File: config.mk
export PLATFORM = sky130hd
export DESIGN_NAME = instruction_fetch
export DESIGN_NICKNAME = d
export VERILOG_FILES = /design/src/rtl/instruction_fetch.sv
export SDC_FILE = /design/constraint.sdc
export NUM_CORES = 1
export LEC_CHECK = 0
export ABC_AREA = 1
export CORE_ASPECT_RATIO = 0.75
export CORE_MARGIN = 2
export CORE_UTILIZATION = 43
export CTS_CLUSTER_SIZE = 10
export DETAILED_ROUTE_END_ITERATION = 12
export GPL_ROUTABILITY_DRIVEN = 0
export PLACE_DENSITY = 0.92
export SLEW_MARGIN = 40
export SYNTH_ARGS = -nofsm -noshare
export SYNTH_HDL_FRONTEND = slang
export SYNTH_SLANG_ARGS = --single-unit
export TNS_END_PERCENT = 1
File: constraint.sdc
create_clock -name clock -period 2.05 [get_ports clock]
set_input_delay 0.41 -clock clock [delete_from_list [all_inputs] [get_ports clock]]
set_output_delay 0.41 -clock clock [all_outputs]
set_load 0.1 [all_outputs]
File: src/rtl/instruction_fetch.sv
// instruction_fetch: two-state fetch/issue sequencer; ATC words branch on sticky
// attention flags internally, all other words are issued to an external executor.
`ifndef ATC
`define ATC 3'b111
`endif

module instruction_fetch #(
    parameter logic [7:0] RESET_ADDR = 8'd0
) (
    input  logic        clock,
    input  logic        reset,
    input  logic        enable,
    input  logic [7:0]  attn_pulse,
    input  logic [31:0] instruction,
    input  logic        exec_done,
    input  logic        jump_taken,
    input  logic [7:0]  jump_addr,
    output logic [7:0]  address,
    output logic [31:0] instr_reg,
    output logic        instr_valid,
    output logic [7:0]  attn_flags
);
    typedef enum logic {FETCH, ISSUE} state_t;

    state_t      state, state_next;
    logic [2:0]  opcode, sub_op;
    logic [7:0]  target, pc_next, clear;
    logic        is_atc, atc_hit, done;

    assign opcode  = instruction[31:29];
    assign sub_op  = instruction[28:26];
    assign target  = instruction[7:0];
    assign is_atc  = enable && state == FETCH && opcode == `ATC;
    assign atc_hit = is_atc && attn_flags[sub_op];
    assign done    = enable && state == ISSUE && exec_done;
    assign clear   = atc_hit ? 8'd1 << sub_op : 8'd0;

    always_ff @(posedge clock or posedge reset) begin
        if (reset)
            state <= FETCH;
        else
            state <= state_next;
    end

    always_comb begin
        state_next = state;
        if (enable && state == FETCH && opcode != `ATC)
            state_next = ISSUE;
        else if (done)
            state_next = FETCH;
    end

    always_comb begin
        instr_valid = state == ISSUE;
    end

    always_comb begin
        pc_next = address;
        if (is_atc)
            pc_next = atc_hit ? target : address + 8'd1;
        else if (done)
            pc_next = jump_taken ? jump_addr : address + 8'd1;
    end

    always_ff @(posedge clock or posedge reset) begin
        if (reset) begin
            address    <= RESET_ADDR;
            instr_reg  <= 32'd0;
            attn_flags <= 8'd0;
        end else begin
            address <= pc_next;
            if (enable && state == FETCH)
                instr_reg <= instruction;
            // A coincident pulse wins over the ATC clear
            attn_flags <= (attn_flags & ~clear) | attn_pulse;
        end
    end
endmodule

### Word-level counts from Yosys, hierarchy flattened

Index checks and enable logic that the tools add are counted.

| cells by class | value |
|---|---|
| muxes and demuxes | 9 |
| order comparisons | 1 |
| shift operators | 1 |
| reductions and logical operators | 8 |
| add/sub/neg operators | 1 |
| equality and inequality tests | 2 |
| bitwise gates (word level) | 4 |

Operator list:

| cell | count |
|---|---|
| $mux W8 | 5 |
| $add A8 B1 Y8 const B | 1 |
| $and A8 B8 Y8 | 1 |
| $not A8 Y8 | 1 |
| $or A8 B8 Y8 | 1 |
| $shl A1 B3 Y8 const A | 1 |
| $logic_and A1 B1 Y1 | 6 |
| $lt A3 B4 Y1 const B | 1 |
| $reduce_bool A2 Y1 | 2 |
| $bmux W1 S3 | 1 |
| $eq A3 B3 Y1 const B | 1 |
| $mux W1 | 3 |
| $ne A3 B3 Y1 const B | 1 |
| $not A1 Y1 | 1 |

| storage, ports and cells | value |
|---|---|
| output and inout port bits | 49 |
| input bits | 53 |
| register bits | 49 |
| logic and storage cells | 30 |

### Depth between registers and ports, before layout

| depth | value |
|---|---|
| depth after elaboration | 8 |
| gate-level depth with buffers | 10 |
| gate-level depth less buffers | 9 |

### Least setup slack after synthesis

Ideal clock, no wire load.

| path | value |
|---|---|
| path kind | reg-to-reg |
| from | register address[0] |
| to | register address[6] |
| setup time | 0.124 ns |
| slack | -0.021 ns |
| stages on the path, launching flop included | 8 |
| required time | 1.926 ns |
| clock period less this slack | 2.071 ns |
| arrival | 1.947 ns |
| path buffers | 0 |
| path through | dfrtp_1 ha_1 nand3_1 nor2_1 xnor2_1 nand2_1 a21oi_1 a21oi_1 |

| between the ends | value |
|---|---|
| cells in the longest elaborated chain, start to end | 4 |
| elaborated cells between the ends (all ways) | 5 |
| classes of those cells | 1 x add/sub; 4 x mux |

RTL lines:

| item | RTL line | text |
|---|---|---|
| start: declaration | 18 | `output logic [7:0] address,` |
| start signal: assignment | 71 | `address <= pc_next;` |
| $add A8 B1 Y8 * | 60, 62 |  |
| $mux W8 | 62 | `pc_next = jump_taken ? jump_addr : address + 8'd1;` |
| $mux W8 | 61 | `else if (done)` |
| $mux W8 * | 59 | `if (is_atc)` |

Mark *: on every way between the ends. The rest lies on a longest branch, timed or not. The select of a mux whose other input is x is not followed.
A chain may end at the register's enable or synchronous reset.

### Worst setup path in the final report

| path | value |
|---|---|
| from | input port instruction[27] |
| to | register attn_flags[3] |

| between the ends | value |
|---|---|
| cells in the longest elaborated chain, start to end | 7 |
| elaborated cells between the ends (all ways) | 8 |
| classes of those cells | 1 x shift; 3 x mux; 3 x bitwise; 1 x reduce/logical |

RTL lines:

| item | RTL line | text |
|---|---|---|
| start: declaration | 14 | `input logic [31:0] instruction,` |
| $bmux W1 S3 | 34 | `assign atc_hit = is_atc && attn_flags[sub_op];` |
| $mux W1 (implied by the code) | 34 |  |
| $logic_and A1 B1 Y1 | 34 |  |
| $mux W8 * | 36 | `assign clear = atc_hit ? 8'd1 << sub_op : 8'd0;` |
| $not A8 Y8 * | 75 | `attn_flags <= (attn_flags & ~clear) \| attn_pulse;` |
| $and A8 B8 Y8 * | 75 |  |
| $or A8 B8 Y8 * | 75 |  |
| end signal: assignment | 75 |  |
| end: declaration | 21 | `output logic [7:0] attn_flags` |

Marked as above.

==> implementation parameters <==
Parameter                              Value

Cells and area
  Area Overhead vs Synth ... 46.5%
  Cell area after layout ... 3580 um2
  Most common cell after layout, fill and taps aside ... sky130_fd_sc_hd__nand2_1
  Flip-flop count of the largest register, all copies and words added ... 32
  Most frequent cells in the layout ... sky130_fd_sc_hd__nand2_1, sky130_fd_sc_hd__buf_4, sky130_fd_sc_hd__clkdlybuf4s50_1
  Fraction of final layout cells with drive strength greater than 1 ... 0.207
  Net count of the finished layout ... 478
  Antenna diode instance count ... 0

Floorplan
  Die outline height ... 69.3 um
  Width of the die ... 91 um
  Die area ... 6300 um2
  Starting density of the core ... 0.451
  Top-Level Pins ... 102
  Core Region ... 5410 um2
  Number of rows created at floorplan ... 23

Setup path
  Type of the worst setup path ... primary input to register
  CP cell instances ... clkdlybuf4s50_1 -> inv_2 -> nand3_2 -> and2_1 -> nand3_1 -> nand3_2 -> nor3_1 -> o21bai_1
  Length in cells of the worst reg-to-reg path ... 8
  CP max FO ... 9
  Critical Path Most Common Cell ... sky130_fd_sc_hd__nand3_2
  CP required ... 2240 ps
  CP max-delay cell ... sky130_fd_sc_hd__clkdlybuf4s50_1
  Delay of the slowest cell on the worst path ... 520 ps
  Critical Path Source Type ... primary input
  Top cell family by delay on the critical path ... simple AND/OR/NAND/NOR gates
  Stages on the worst setup path ... 8
  Type of element capturing the critical path ... register
  R2R Path End ... address[5]
  Origin of the critical flop-to-flop path ... address[2]
  Flop2flop setup slack ... 500 ps
  Arrival time of data at the critical path endpoint ... 1920 ps
  Buf/Inv on CP ... 2

Clocking
  Sink Count ... 49
  CTS-repair resized insts ... 0
  Clock latency on the worst-skew pair ... 300 ps
  Number of buffers on the longest clock path ... 2
  Cell at the root of the clock tree ... sky130_fd_sc_hd__clkbuf_8
  Number of post-CTS setup repair buffers ... 0
  H-tree depth reported by CTS ... 2
  Clock Pin Slew Worst Setup and Hold Paths ... 90 ps
  TritonCTS clock tree ... yes
  Number of CTS-inserted buffers ... 5
  # hold bufs at CTS ... 0

STA
  RSZ-0062 raised after global routing ... no
  Count of pins over their slew limit ... 0
  Worst Hold Slack ... 441 ps
  Worst-margin pin slew ... 410 ps
  Final count of hold timing violations ... 0
  Final clock skew ... 4.98 ps
  Total of endpoints with negative setup slack in the final report ... 0
  Min Tclk post-route ... 1730 ps
  Summed negative setup slack over all endpoints ... 0 ps
  Crit share post-route ... 0.845
  Max Clk Rate ... 577 MHz
  Relative slew slack ... 0.726

Routing
  Drt first-iter violations ... 136
  Final antenna-violating net count ... 0
  Number of design rule violations left after detail routing ... 0
  Number of vias after detailed routing ... 2474
  Wire length per cell ... 13.3 um
  Routed WL ... 6.64 mm
  Detail-routed via count per cell ... 4.95
  Detailed-routing iteration count for the pre-antenna-repair pass ... 4

Yosys
  Instance count of the mapped netlist ... 312
  Area leader, netlist ... sky130_fd_sc_hd__dfrtp_1
  Share of synthesized area occupied by flip-flops and latches ... 0.502
  Simple-gate share of the synthesized area ... 0.316
  Post-synthesis mux area share ... 0
  Post-Synth XOR/XNOR Area ... 0.0144
  Netlist Area Pre-Place ... 2440 um2
  Main combinational cell family by area after synthesis ... simple AND/OR/NAND/NOR gates
  Yosys reg bits ... 49
  Share of Yosys cell area claimed by the top area cell type ... 0.502
  Net count after synthesis ... 366
  Complex-gate fraction of the synthesized area ... 0.0943
  Mean Syn Cell Area ... 7.82 um2
  Post-Synth Adder-Cell Area ... 0.00513
  Ranking of synthesized cells by area ... sky130_fd_sc_hd__dfrtp_1, sky130_fd_sc_hd__nand2_1, sky130_fd_sc_hd__nand3_1
  Count of synthesis-stage warnings from yosys ... 0
  Count of cell types in the netlist ... 26

GRT
  Antenna violations before repair ... 0
  GRT Overall Usage ... 0.215
  Global-route wire length before repair ... 11.1 mm
  Pin count of the biggest net entering global routing ... 50
  Aggregate global routing overflow ... 0
  Via count of the first global-routing pass ... 2473

Placed design
  Placed Instance Area ... 3490 um2
  Number of port buffers ... 101
  Post-DP HPWL ... 5.05 mm

Status
  Run status ... finished clean

Run
  Max Cap Violations ... 0

Worst hold path
  Worst hold path class ... primary input to async pin
-- per-stage QoR --
| step | std cells | setup WS [ps] | util |
|---|---|---|---|
| finish | 500 | 317 | 0.661 |
| global route | 500 | 158 | 0.661 |
| CTS | 500 | 302 | 0.661 |
| detailed placement | 492 | 3.02 | 0.645 |
| global placement | 492 | 90.8 | 0.645 |
| floorplan | 312 | 36.7 | - |
-- worst reg2reg max path: stages (launching register included) --
cell,delay (ps)
sky130_fd_sc_hd__dfrtp_1,450
sky130_fd_sc_hd__nand3_1,140
sky130_fd_sc_hd__nor2_1,310
sky130_fd_sc_hd__nand3b_1,180
sky130_fd_sc_hd__nand2_1,110
sky130_fd_sc_hd__inv_1,40
sky130_fd_sc_hd__nand2_1,50
sky130_fd_sc_hd__nand3_1,70
sky130_fd_sc_hd__a21oi_1,130
-- metal layers --
metal | wire length (um) | share of wire | up-vias | GRT usage
li1 | - | - | 1213 | -
met1 | 2930 | 0.44 | 1164 | 0.267
met2 | 3180 | 0.48 | 92 | 0.377
met3 | 504 | 0.076 | 5 | 0.0500
met4 | 31 | 0.0047 | 0 | 0.0589
met5 | 0 | 0 | - | 0
-- worst max-delay path by stage --
stage,startpoint,endpoint,slack [ps]
after floorplan,address[2],address[7],40
after global placement,instruction[27],attn_flags[1],90
after detailed placement,instruction[27],attn_flags[3],3
after CTS,instruction[27],attn_flags[3],300
after global routing,instruction[27],attn_flags[3],160
final,instruction[27],attn_flags[3],320
-- area by class of cell --
type / count / area, um2
clock buffers: 6 / 72.6
inverters: 28 / 105
clock inverters: 2 / 15.0
multi-input cells: 224 / 1050
repair buffers: 116 / 1010
well taps: 75 / 93.8
flip-flops and latches: 49 / 1230
fillers: 466 / 1830
-- cells in the mapped netlist --
| master | n |
|---|---|
| sky130_fd_sc_hd__nor2_4 | 3 |
| sky130_fd_sc_hd__buf_6 | 2 |
| sky130_fd_sc_hd__inv_1 | 24 |
| sky130_fd_sc_hd__xor2_1 | 2 |
| sky130_fd_sc_hd__o21bai_1 | 2 |
| sky130_fd_sc_hd__ha_1 | 1 |
| sky130_fd_sc_hd__nand2_1 | 109 |
| sky130_fd_sc_hd__nand2_2 | 1 |
| sky130_fd_sc_hd__nor2_2 | 1 |
| sky130_fd_sc_hd__buf_4 | 1 |
| sky130_fd_sc_hd__nor3_1 | 2 |
| sky130_fd_sc_hd__buf_2 | 1 |
| sky130_fd_sc_hd__dfrtp_1 | 49 |
| sky130_fd_sc_hd__a21o_1 | 5 |
| sky130_fd_sc_hd__xnor2_1 | 2 |
| sky130_fd_sc_hd__and2_1 | 1 |
| sky130_fd_sc_hd__inv_2 | 4 |
| sky130_fd_sc_hd__nand3b_1 | 1 |
| sky130_fd_sc_hd__nand3_2 | 3 |
| sky130_fd_sc_hd__nand3_1 | 28 |
| sky130_fd_sc_hd__nand4_1 | 5 |
| sky130_fd_sc_hd__o21ai_0 | 19 |
| sky130_fd_sc_hd__nor2_1 | 24 |
| sky130_fd_sc_hd__a21oi_1 | 13 |
| sky130_fd_sc_hd__clkbuf_1 | 7 |
| sky130_fd_sc_hd__a21oi_2 | 2 |
-- logic make-up after synthesis --
| group | count (synthesis) |
|---|---|
| DFF | 49 |
| buffers and inverters | 39 |
| xor gates and xnor gates | 4 |
| and+or+nand+nor | 178 |
| adders and majority gates | 1 |
| AOI/OAI and AO/OA | 41 |
Power is left out: the tool's default activity adds up to more than one toggle a clock period on the data nets, which glitch-free logic cannot reach.
